**src/rtl/vliw_wb_arbiter_pkg.sv**
```systemverilog
// Shared definitions for the VLIW write-back path: bundle geometry, FSM states
// and a helper for sizing slot-index fields.
package vliw_wb_arbiter_pkg;

    localparam int unsigned NSLOT_DEF = 10;
    localparam int unsigned W_DEF     = 32;
    localparam int unsigned AW_DEF    = 5;
    localparam int unsigned NWP_DEF   = 2;
    localparam int unsigned WCNT_W    = 16;

    typedef enum logic {
        ST_IDLE,
        ST_DRAIN
    } wb_state_e;

    function automatic int unsigned idx_w(input int unsigned n);
        return (n > 1) ? $clog2(n) : 1;
    endfunction

endpackage

```
**src/rtl/vliw_wb_arbiter_if.sv**
```systemverilog
// Bundle handshake between the execute slots (master) and the write-back arbiter (slave).
interface vliw_wb_arbiter_if #(
    parameter int unsigned NSLOT = 10,
    parameter int unsigned W     = 32,
    parameter int unsigned AW    = 5
);
    logic                  in_valid;
    logic                  in_ready;
    logic [NSLOT-1:0]      in_wvalid;
    logic [NSLOT*AW-1:0]   in_rd;
    logic [NSLOT*W-1:0]    in_data;

    modport master (
        output in_valid, in_wvalid, in_rd, in_data,
        input  in_ready
    );

    modport slave (
        input  in_valid, in_wvalid, in_rd, in_data,
        output in_ready
    );
endinterface

```
**src/rtl/vliw_wb_arbiter_picker.sv**
```systemverilog
// Combinational slot picker: selects up to NWP pending slots in ascending order,
// skipping any slot whose rd matches a lower pending slot.
module wb_slot_picker #(
    parameter int unsigned NSLOT = 10,
    parameter int unsigned AW    = 5,
    parameter int unsigned NWP   = 2,
    parameter int unsigned SW    = 4
) (
    input  logic [NSLOT-1:0]    mask,
    input  logic [NSLOT*AW-1:0] rd,
    output logic [NWP*SW-1:0]   port_slot,
    output logic [NWP-1:0]      port_valid,
    output logic [NSLOT-1:0]    issued,
    output logic                last_group
);
    int unsigned cnt;
    logic        conflict;

    always_comb begin
        port_slot  = '0;
        port_valid = '0;
        issued     = '0;
        cnt        = 0;
        conflict   = 1'b0;
        for (int unsigned s = 0; s < NSLOT; s++) begin
            // A lower pending slot to the same rd blocks this one, selected or not.
            conflict = 1'b0;
            for (int unsigned t = 0; t < s; t++) begin
                if (mask[t] && (rd[t*AW +: AW] == rd[s*AW +: AW])) begin
                    conflict = 1'b1;
                end
            end
            if (mask[s] && !conflict && (cnt < NWP)) begin
                issued[s]                 = 1'b1;
                port_valid[cnt]           = 1'b1;
                port_slot[cnt*SW +: SW]   = SW'(s);
                cnt                       = cnt + 1;
            end
        end
        last_group = (mask != '0) && (issued == mask);
    end
endmodule

```
**src/rtl/vliw_wb_arbiter.sv**
```systemverilog
// Write-back arbiter: latches one retiring bundle and drains its slot results onto
// NWP register-file write ports in program order, never writing one rd twice per cycle.
module vliw_wb_arbiter
    import vliw_wb_arbiter_pkg::*;
#(
    parameter int unsigned NSLOT   = NSLOT_DEF,
    parameter int unsigned W       = W_DEF,
    parameter int unsigned AW      = AW_DEF,
    parameter int unsigned NWP     = NWP_DEF,
    parameter bit          DROP_R0 = 1'b1
) (
    input  logic                  clk,
    input  logic                  rst_n,
    vliw_wb_arbiter_if.slave      bif,
    input  logic                  rf_stall,
    output logic [NWP-1:0]        wr_en,
    output logic [NWP*AW-1:0]     wr_addr,
    output logic [NWP*W-1:0]      wr_data,
    output logic                  busy,
    output logic                  bundle_done,
    output logic [WCNT_W-1:0]     wr_count
);
    localparam int unsigned SW = idx_w(NSLOT);

    wb_state_e             state_q, state_d;
    logic [NSLOT-1:0]      mask_q, mask_d, new_mask;
    logic [NSLOT*AW-1:0]   rd_q;
    logic [NSLOT*W-1:0]    data_q;
    logic                  done_q;

    logic [NWP*SW-1:0]     port_slot;
    logic [NWP-1:0]        port_valid;
    logic [NSLOT-1:0]      issued;
    logic                  last_group;

    logic                  drain, go, last_issue, accept;
    logic [SW-1:0]         sel;
    logic [WCNT_W-1:0]     issue_cnt;

    wb_slot_picker #(
        .NSLOT (NSLOT),
        .AW    (AW),
        .NWP   (NWP),
        .SW    (SW)
    ) u_picker (
        .mask       (mask_q),
        .rd         (rd_q),
        .port_slot  (port_slot),
        .port_valid (port_valid),
        .issued     (issued),
        .last_group (last_group)
    );

    always_comb begin
        drain        = (state_q == ST_DRAIN);
        go           = drain && !rf_stall;
        last_issue   = go && last_group;
        bif.in_ready = (state_q == ST_IDLE) || last_issue;
        accept       = bif.in_valid && bif.in_ready;
        for (int unsigned s = 0; s < NSLOT; s++) begin
            new_mask[s] = bif.in_wvalid[s] &&
                          !(DROP_R0 && (bif.in_rd[s*AW +: AW] == '0));
        end
    end

    always_comb begin
        state_d = state_q;
        mask_d  = mask_q;
        if (go) begin
            mask_d = mask_q & ~issued;
        end
        if (last_issue) begin
            state_d = ST_IDLE;
        end
        // Acceptance only happens in IDLE or on the last group, when mask is already empty.
        if (accept) begin
            mask_d  = new_mask;
            state_d = (new_mask != '0) ? ST_DRAIN : ST_IDLE;
        end
    end

    always_comb begin
        wr_en     = '0;
        wr_addr   = '0;
        wr_data   = '0;
        issue_cnt = '0;
        sel       = '0;
        for (int unsigned p = 0; p < NWP; p++) begin
            sel                 = port_slot[p*SW +: SW];
            wr_en[p]            = go && port_valid[p];
            wr_addr[p*AW +: AW] = port_valid[p] ? rd_q[sel*AW +: AW] : '0;
            wr_data[p*W +: W]   = port_valid[p] ? data_q[sel*W +: W] : '0;
            issue_cnt           = issue_cnt + WCNT_W'(wr_en[p]);
        end
        busy        = drain;
        bundle_done = done_q || last_issue;
    end

    always_ff @(posedge clk) begin
        if (!rst_n) begin
            state_q  <= ST_IDLE;
            mask_q   <= '0;
            rd_q     <= '0;
            data_q   <= '0;
            done_q   <= 1'b0;
            wr_count <= '0;
        end else begin
            state_q  <= state_d;
            mask_q   <= mask_d;
            done_q   <= accept && (new_mask == '0);
            wr_count <= wr_count + issue_cnt;
            if (accept) begin
                rd_q   <= bif.in_rd;
                data_q <= bif.in_data;
            end
        end
    end
endmodule

```
**src/flat_wrapper.sv**
```systemverilog
// flat-port wrapper written by rule: the top's interface ports become plain ports
module vliw_wb_arbiter_flat import vliw_wb_arbiter_pkg::*;
#(
    parameter int unsigned NSLOT   = NSLOT_DEF,
    parameter int unsigned W       = W_DEF,
    parameter int unsigned AW      = AW_DEF,
    parameter int unsigned NWP     = NWP_DEF,
    parameter bit          DROP_R0 = 1'b1
)
  (clk, rst_n, rf_stall, wr_en, wr_addr, wr_data, busy, bundle_done, wr_count, bif_in_valid, bif_in_wvalid, bif_in_rd, bif_in_data, bif_in_ready);
  vliw_wb_arbiter_if #(.NSLOT(NSLOT), .W(W), .AW(AW)) bif_i ();
  input  logic clk;
  input  logic rst_n;
  input  logic rf_stall;
  output logic [NWP-1:0] wr_en;
  output logic [NWP*AW-1:0] wr_addr;
  output logic [NWP*W-1:0] wr_data;
  output logic busy;
  output logic bundle_done;
  output logic [WCNT_W-1:0] wr_count;
  input wire logic [$bits(bif_i.in_valid)-1:0] bif_in_valid;
  input wire logic [$bits(bif_i.in_wvalid)-1:0] bif_in_wvalid;
  input wire logic [$bits(bif_i.in_rd)-1:0] bif_in_rd;
  input wire logic [$bits(bif_i.in_data)-1:0] bif_in_data;
  output wire logic [$bits(bif_i.in_ready)-1:0] bif_in_ready;
  assign bif_i.in_valid = bif_in_valid;
  assign bif_i.in_wvalid = bif_in_wvalid;
  assign bif_i.in_rd = bif_in_rd;
  assign bif_i.in_data = bif_in_data;
  assign bif_in_ready = bif_i.in_ready;
  vliw_wb_arbiter #(.NSLOT(NSLOT), .W(W), .AW(AW), .NWP(NWP), .DROP_R0(DROP_R0)) u_core (.clk(clk), .rst_n(rst_n), .bif(bif_i), .rf_stall(rf_stall), .wr_en(wr_en), .wr_addr(wr_addr), .wr_data(wr_data), .busy(busy), .bundle_done(bundle_done), .wr_count(wr_count));
endmodule
```
**config.mk**
```make
export PLATFORM = sky130hd
export DESIGN_NAME = vliw_wb_arbiter_flat
export DESIGN_NICKNAME = d
export VERILOG_FILES = /design/src/rtl/vliw_wb_arbiter_pkg.sv /design/src/rtl/vliw_wb_arbiter_if.sv /design/src/rtl/vliw_wb_arbiter_picker.sv /design/src/rtl/vliw_wb_arbiter.sv /design/src/flat_wrapper.sv
export SDC_FILE = /design/constraint.sdc
export NUM_CORES = 1
export LEC_CHECK = 0
export ABC_CLOCK_PERIOD_IN_PS = 26500
export BUFFER_PORTS_ARGS = -buffer_cell sky130_fd_sc_hd__buf_2
export CORE_MARGIN = 1
export CORE_UTILIZATION = 60
export DETAILED_ROUTE_END_ITERATION = 8
export PLACE_DENSITY_LB_ADDON = 0.08
export SLEW_MARGIN = 0
export SYNTH_ARGS = -nofsm -noshare
export SYNTH_HDL_FRONTEND = slang
export SYNTH_HIERARCHICAL = 1
export SYNTH_SLANG_ARGS = --single-unit
export TNS_END_PERCENT = 20
```
**constraint.sdc**
```tcl
create_clock -name clk -period 26.5 [get_ports clk]
set_input_delay 7.95 -clock clk [delete_from_list [all_inputs] [get_ports clk]]
set_output_delay 7.95 -clock clk [all_outputs]
set_load 0.03 [all_outputs]
```
; ---- Word-level counts from Yosys, hierarchy flattened
; Cells that the tools add are included.
; W data, S select, Z words.
[word_totals]
word_cells = 378
out_inout_bits = 95
in_bits = 384
ff_bits = 398
[classes]
n_bitwise = 13
n_addsub = 19
shifts = 22
multipliers = 2
magnitude_cmp = 27
reduce_logical = 126
muxes = 117
n_eq_ne = 46
[ops]
columns = operator, count
row1 = $shiftx A320 B10 Y32, 2
row2 = $lt A32 B2 Y1 const B, 18
row3 = $mux W32, 10
row4 = $neg A32 Y34, 9
row5 = $shift A4 B34 Y8 const A, 9
row6 = $shiftx A4 B34 Y8 const A, 9
row7 = $ge A32 B1 Y1 const B, 9
row8 = $add A32 B1 Y32 const B, 8
row9 = $eq A5 B5 Y1, 45
row10 = $shiftx A50 B8 Y5, 2
row11 = $logic_and A1 B1 Y1, 89
row12 = $mux W8, 9
row13 = $mux W1, 68
row14 = $bwmux W8, 8
row15 = $logic_not A5 Y1, 10
row16 = $logic_not A1 Y1, 20
row17 = $mux W10, 2
row18 = $reduce_bool A10 Y1, 2
row19 = $mux W2, 9
row20 = $add A16 B16 Y16, 1
row21 = $or A2 B2 Y2, 8
row22 = $mul A4 B3 Y7 const B, 2
row23 = $and A10 B10 Y10, 1
row24 = $eq A10 B10 Y1, 1
row25 = 10 further kinds, 21

; ---- Logic depth before layout (Yosys ltp)
; Gate-level depths: netlist of run 1.
[depth]
depth_word = 37
ltp_mapped = 44
mapped_depth_nobuf = 39

; ---- Hierarchy
; Netlist of run 1, hierarchy kept.
[modules_own_cells]
columns = module, area_per_inst_um2, cells_each, seq_area_each_um2, n_inst
row1 = vliw_wb_arbiter, 20060.5, 2288, 7967.6, 1
row2 = wb_slot_picker, 4629.4, 627, 0.0, 1

; ---- Worst setup path after synthesis of run 1
; No wires, ideal clock.
[synth_path]
kind = reg2out
start = register u_core.rd_q[9]
end = output port wr_data[54]
slack_ps = 9707
t_required_ps = 18550
path_stages_with_launch = 43
arrival_time_ps = 8843
path_buffers = 4
path_cell_list = dfxtp_1 -> buf_4 -> xor2_1 -> nor4_1 -> a31oi_1 -> ha_1 -> nor3_2 -> xor2_2 -> inv_2 -> ha_1 -> nand2_1 -> nand2_1 -> ha_1 -> or2_2 -> a2111oi_2 -> xnor2_1 -> nor3_2 -> a31o_2 -> (+7 left out) -> ha_1 -> or2_2 -> nor2_1 -> nand4_1 -> mux2i_1 -> nor2_1 -> inv_1 -> ha_1 -> inv_1 -> o211a_1 -> o221ai_2 -> a21bo_1 -> buf_4 -> buf_4 -> mux4_2 -> mux2i_1 -> o22ai_1 -> and2_1
[synth_between]
word_cells_on_any_way = 205
classes_between = add/sub (15) / order compare (24) / eq/ne (9) / shift (17) / mux (88) / bitwise (8) / reduce/logical (44)
[synth_rtl]
columns = item, line_no
row1 = "start, declared", vliw_wb_arbiter.sv:27  ; logic [NSLOT*AW-1:0] rd_q;
row2 = "start signal, assigned", vliw_wb_arbiter.sv:113  ; rd_q <= bif.in_rd;
row3 = $eq A5 B5 Y1, vliw_wb_arbiter_picker.sv:29  ; if (mask[t] && (rd[t*AW +: AW] == rd[s*AW +: AW])) begin
row4 = $logic_and A1 B1 Y1, vliw_wb_arbiter_picker.sv:29
row5 = $mux W1, vliw_wb_arbiter_picker.sv:29
row6 = $logic_not A1 Y1, vliw_wb_arbiter_picker.sv:33  ; if (mask[s] && !conflict && (cnt < NWP)) begin
row7 = $logic_and A1 B1 Y1 (2 in a row), vliw_wb_arbiter_picker.sv:33
row8 = $mux W32, vliw_wb_arbiter_picker.sv:33
row9 = $lt A32 B2 Y1, vliw_wb_arbiter_picker.sv:33
row10 = $logic_and A1 B1 Y1, vliw_wb_arbiter_picker.sv:33
row11 = (+18 left out), n/a
row12 = $mux W32, vliw_wb_arbiter_picker.sv:33
row13 = $neg A32 Y34, vliw_wb_arbiter_picker.sv:36  ; port_slot[cnt*SW +: SW] = SW'(s);
row14 = $shiftx A4 B34 Y8 or $shift A4 B34 Y8 (tied branches), vliw_wb_arbiter_picker.sv:36
row15 = $bwmux W8, vliw_wb_arbiter_picker.sv:36
row16 = $mux W8 *, vliw_wb_arbiter_picker.sv:33
row17 = via u_core.port_slot[4], vliw_wb_arbiter.sv:31  ; logic [NWP*SW-1:0] port_slot;
row18 = $shiftx A320 B10 Y32 *, vliw_wb_arbiter.sv:92  ; wr_data[p*W +: W] = port_valid[p] ? data_q[sel*W +: W] : '0;
row19 = $mux W32 *, vliw_wb_arbiter.sv:92
row20 = "end, declared", flat_wrapper.sv:17  ; output logic [NWP*W-1:0] wr_data;
; Mark *: on every way through the listed nets, which the timed path passes. The rest lies on a longest branch.

; ---- Final worst setup path of run 1
[layout_path]
start = register u_core.rd_q[3]
end = output port wr_data[0]
; The elaborated chain is that of the path after synthesis.

==> results of run 1 <==
==> flip-flops by register name, indices dropped and copies added, names as in the netlist <==
name	count
u_core/data_q	320
u_core/mask_q	10
u_core/done_q	1
u_core/wr_count	16
u_core/rd_q	50
u_core/busy	1
==> logic make-up after synthesis <==
family          share of synthesized area
other cells                      0.000304
simple gates                        0.197
compound gates                      0.124
buf+inv                            0.0586
xor+xnor                           0.0879
flops                               0.323
fa+ha+maj                          0.0132
mux                                 0.197
==> worst paths after layout <==
check,to,depth (start not counted),slack [ns]
worst max register to register,u_core/data_q[19],33,15.52
worst min-delay path,u_core/data_q[252],2,0.47
worst min register to register,u_core/data_q[252],2,0.47
worst max-delay path,wr_data[0],40,5.24
==> metal layers <==
| metal | share of wire | vias up | track usage |
|---|---|---|---|
| li1 | - | 10716 | - |
| met1 | 0.39 | 11520 | 0.546 |
| met2 | 0.46 | 1421 | 0.640 |
| met3 | 0.11 | 247 | 0.0891 |
| met4 | 0.045 | 12 | 0.199 |
| met5 | 0.00077 | - | 0 |
==> critical path, delay by kind of cell, from the launching register on <==
family | cells | cell delay (ns)
xor gates and xnor gates | 3 | 0.62
muxes | 3 | 1.09
and+or+nand+nor | 15 | 3.63
adders and majority gates | 6 | 1.99
AOI/OAI and AO/OA | 6 | 2.19
buffers and inverters | 7 | 2.42
DFF | 1 | 0.73
==> final cells by class <==
class                           instances  share of cell area
Multi-Input combinational cell       2229               0.545
Inverter                               33             0.00474
Timing Repair Buffer                  506              0.0931
Antenna cell                           18             0.00160
Tap cell                              525              0.0233
Clock inverter                         16             0.00656
Clock buffer                           61              0.0433
Sequential cell                       398               0.282
==> where the power goes <==
part           internal, mW  switching, mW
Sequential            0.638         0.0589
Combinational         0.199          0.296
Clock                 0.353          0.263
==> cells in the final DEF (no fill, tap or decap), drive strengths merged, types with 29 or more instances in the layout <==
master / n
nor4: 46
mux4: 148
dfxtp: 398
nand4: 29
buf: 506
nor2: 40
xnor2: 102
inv: 35
xor2: 142
nand2: 795
clkbuf: 61
o21ai: 32
a21oi: 393
mux2i: 152
and2: 82
o22ai: 74
nand3: 49
==> per-stage QoR <==
stage	setup WS, ns	cells	cell area [sq um]
2_1_floorplan	9.71	2920	24700
4_1_cts	5.39	3768	28200
6_report	5.24	3786	28200
3_3_place_gp	6.47	3691	26800
3_5_place_dp	6.08	3691	26800
5_1_grt	4.40	3781	28200
==> metrics.md, run 1 <==
| Metric | Value |
|---|---|
| Final Hold Fails | 0 |
| DR vias/cell | 6.32 |
| Post-synthesis cell type count | 86 |
| Pwr dens | 64.0 mW/mm^2 |
| Worst-margin pin slew | 1.24 ns |
| Worst-path clk slew | 0.06 ns |
| Area share of the largest cell type after synthesis | 0.323 |
| Critical Path Start Type | flop |
| CP Capture Type | output pin |
| Initial Util | 0.614 |
| Sequential area share after synthesis | 0.323 |
| TritonCTS Buffers | 43 |
| Overflow after GRT | 0 |
| Area of the mapped netlist | 0.0247 sq mm |
| Area delta synth->final | 14.3% |
| Hold Path Class | reg2reg |
| Critical path origin | u_core/rd_q[3] |
| Port-buffer cells | 478 |
| Final ANT Viol Nets | 0 |
| FF/Latch Area | 0.00797 sq mm |
| Core box area | 0.0402 sq mm |
| Maxcap violations | 0 |
| Site row count | 73 |
| EDFF count, synth | 0 |
| Synth area leader | dfxtp_1 |
| Slew HR | 0.167 |
| Die Ht | 205 um |
| CTS tree | built |
| Clock latency on the worst-skew pair | 0.59 ns |
| Final worst path period need | 21.26 ns |
| Wirelength per Cell | 23.3 um |
| Initial drt markers | 3023 |
| Post_cts resized | 0 |
| CTS H-Tree Depth | 2 |
| Fin util | 0.702 |
| Global-route usage over all layers | 0.413 |
| Part of the cycle the worst path needs | 0.802 |
| Crit path DAT | 13.31 ns |
| Endpoints failing setup | 0 |
| Cell with the most instances after synthesis | nand2_1 |
| Largest net degree at the start of global routing | 232 |
| Max IR drop VDD | 0.0630 mV |
| # clock sinks | 398 |
| Ys flop type | dfxtp_1 |
| Placer Congestion | 1.03 |
| Most frequent CP cell | ha_1 |
| Die Width | just over 200 um |
| Vias in the first global route | 22679 |
| DIE AREA | 0.0420 sq mm |
| Min-delay src | u_core/data_q[252] |
| Multi-input logic area | between 0.015 and 0.02 sq mm |
| Via count | 23916 |
| Req. time, crit path | 18.55 ns |
| Synth cell count leaders | nand2_1 (792), dfxtp_1 (398), a21oi_1 (393) |
| FF+latch count, synth | 398 |
| Status | finished, final reports clean |
| NumNets Final | between 3000 and 4000 |
| Drt first pass iters | 8 |
| DRC viols | 0 |
| Final slew viol count | 0 |
| Crit Reg-Reg Startpoint | u_core/rd_q[3] |
| Setup Skew | roughly 0.018 ns |
| Filler instances | approximately 3300 |
| Clk buf depth | 3 |
| CTS Root Cell | clkbuf_16 |
| Hold buffer count at cts | 0 |
| Max Fanout on Critical Path | 50 |
| Share of layout cells above drive strength 1 | 0.241 |
| Worst hold margin | 0.467 ns |
| Leakage | 11.2 nW |
| Synth Warn # | 6 |
| Peak Freq | ~47 MHz |
| Worst stage delay on the critical path | 0.90 ns |
| Dpl hpwl | 60600 um |
| Synth top area cells | dfxtp_1 (32%), mux4_2 (14%), nand2_1 (12%) |
| RSZ-0062 raised after global routing | false |
| # IOs | ~480 |
| Antenna violations before repair | 23 |
| Mapped Cells | 2915 |
| Setup TNS | 0 ns |
| Overall power after layout | 1.81 mW |
| First-pass GRT wire length | roughly 130000 um |
| Avg Synthesized Cell Area | 8.47 sq um |
| Drt total wl | 88300 um |
| WS Path Type | reg2out |
| Ys async rst share | 0 |
| Postcts setup bufs | 0 |
| Slowest cell on crit path | buf_4 |
Note: power is estimated with default switching activity, not from simulation.
==> run 2: changes to the inputs <==
Settings changed: ABC_CLOCK_PERIOD_IN_PS 26500 to 21100, CORE_UTILIZATION 60 to 57.
Clock period 26.5 ns to 21.1 ns, I/O delays scaled along.
==> run 2 against run 1 <==
Net effect: global-route usage decreased by 1.7 points; total power increased by 27%; via count decreased by 0.42%; non-clock buffer count increased by 5; sequential share of layout area decreased by 0.17 points; critical path type unchanged.
==> metrics.md, run 2 (synthesis gave the netlist of run 1 again) <==
| Metric | Value |
|---|---|
| Status | finished, final reports clean |
| Via count | 23815 |
| Core box area | roughly 0.042 sq mm |
| Min-delay src | u_core/data_q[64] |
| Req. time, crit path | 14.77 ns |
| Clock latency on the worst-skew pair | 0.60 ns |
| DRC viols | 0 |
| Peak Freq | between 50 and 60 MHz |
| Dpl hpwl | 61300 um |
| Comb pwr share | 0.273 |
| Max IR drop VDD | around 0.068 mV |
| Postcts setup bufs | 0 |
| Pwr dens | slightly above 80 mW/mm^2 |
| Worst-margin pin slew | roughly 1.2 ns |
| # clock sinks | 398 |
| Leakage | between 10 and 15 nW |
| Most frequent CP cell | ha_1 |
| Largest net degree at the start of global routing | 220 |
| Endpoints failing setup | 0 |
| Filler instances | 3628 |
| Top reg by flops | u_core/data_q |
| Post_cts resized | 0 |
| Worst-path clk slew | 0.06 ns |
| Critical Path Start Type | flop |
| Hold buffer count at cts | 0 |
| Worst hold margin | 0.467 ns |
| Drt first pass iters | 7 |
| Drt total wl | around 89000 um |
| Internal power | approximately 1.5 mW |
| RSZ-0062 raised after global routing | false |
| Reg power frac | 0.380 |
| Commonest non-fill, non-tap cell in the layout | nand2_1 |
| Hold endpoint | u_core/data_q[64] |
| Slew HR | 0.190 |
| WS Path Type | reg2out |
| Wirelength per Cell | 23.2 um |
| Setup TNS | 0 ns |
| Vias in the first global route | 23009 |
| Area delta synth->final | 15.0% |
| Crit path DAT | 12.27 ns |
| Final worst path period need | 18.60 ns |
| Placed instance area | 0.0269 sq mm |
| Top Registers | u_core/data_q (320), u_core/rd_q (50), u_core/wr_count (16) |
| First-pass GRT wire length | about 130000 um |
| Worst r2r path cells | 33 |
| Placed cells | between 3000 and 4000 |
| Antenna violations before repair | 23 |
| Clock power frac | 0.347 |
| Die Ht | 210 um |
| # IOs | 479 |
| CP Capture Type | output pin |
| Net Sw Power | slightly below 800 uW |
| Hold Path Class | reg2reg |
| Global-route usage over all layers | 0.396 |
| Site row count | 75 |
| Reg2reg end | u_core/data_q[207] |
| Worst Path Buf+Inv | 8 |
| Max reg flops | 320 |
| Overall power after layout | 2.29 mW |
| Final slew viol count | 0 |
| Final ANT Viol Nets | 0 |
| Worst reg-to-reg setup slack | 9.14 ns |
| Part of the cycle the worst path needs | 0.882 |
| Overflow after GRT | 0 |
| Maxcap violations | 0 |
| Share of layout cells above drive strength 1 | 0.244 |
| Initial drt markers | between 2000 and 3000 |
| Slowest cell on crit path | dfxtp_1 |
| Placer Congestion | 1.02 |
| Hold Path Depth | 2 |
| CTS Root Cell | clkbuf_16 |
| Max Fanout on Critical Path | 40 |
| DIE AREA | 0.0442 sq mm |
| Non-filler cells, final | 3844 |
| CTS tree | built |
| CTS H-Tree Depth | 2 |
| Worst stage delay on the critical path | 0.67 ns |
| Clk buf depth | 3 |
| NumNets Final | around 3600 |
| Setup Skew | 0.0262 ns |
| Port-buffer cells | 478 |
| Commonest non-fill, non-tap cells in the layout | nand2_1 (789), buf_2 (478), dfxtp_1 (398) |
| Crit Reg-Reg Startpoint | u_core/rd_q[2] |
| Sw frac | 0.341 |
| Final Hold Fails | 0 |
| Top Family by Delay on Critical Path | simple AND/OR/NAND/NOR gates |
| Initial Util | 0.583 |
| DR vias/cell | between 6 and 7 |
| Die Width | 210 um |
| TritonCTS Buffers | 44 |
| Design area | roughly 0.028 sq mm |
-- run 2: changes by cell type in the layout (fill, tap and decap cells not counted), sizes merged --
cell / delta
bufinv: +1
clkinv: +6
clkbuf: -3
inv: -2
diode: -1
buf: +5
-- run 2: power groups by stage --
stage	sequential [mW]	clock (mW)	combinational, mW
final	0.871	0.795	0.627
after global routing	0.875	0.829	0.671
after CTS	0.867	0.799	0.616
after detailed placement	0.884	0	0.613
after global placement	0.880	0	0.605
after floorplan	0.843	0	0.468
-- run 2: metal layers --
layer,global-route usage,part of all wire
met5,0,0.00055
met4,0.195,0.043
met3,0.0872,0.10
met2,0.612,0.46
met1,0.524,0.40
-- run 2: through the flow --
step | worst slack, ns | utilization
3_3_place_gp | 3.68 | 0.635
6_report | 2.50 | 0.671
3_5_place_dp | 3.39 | 0.635
4_1_cts | 2.71 | 0.670
5_1_grt | 1.82 | 0.671
2_1_floorplan | 5.93 | -
-- run 2: worst max-delay path by stage --
stage	to	from	cells after the start
after floorplan	wr_data[54]	u_core/rd_q[9]	42
after global placement	wr_data[35]	u_core/rd_q[2]	41
after detailed placement	wr_data[43]	u_core/rd_q[7]	41
after CTS	wr_data[43]	u_core/rd_q[7]	41
after global routing	wr_data[3]	u_core/rd_q[7]	40
final	wr_data[43]	u_core/rd_q[2]	41
-- run 2: area by class of cell --
type | instances | area (sq um) | share of cell area
Tap cell | 577 | 722 | 0.0254
Clock buffer | 58 | 1220 | 0.0431
Timing Repair Buffer | 511 | 2670 | 0.0938
Clock inverter | 21 | 253 | 0.00890
Multi-Input combinational cell | 2229 | 15400 | 0.542
Antenna cell | 17 | 42.5 | 0.00150
Sequential cell | 398 | 7970 | 0.281
Inverter | 33 | 134 | 0.00471
-- run 2: tightest hold or removal path, delay by kind of cell, from the launching register on --
kind            cells  cell delay [ns]
compound gates      1             0.05
flops               1             0.31
simple gates        1             0.05
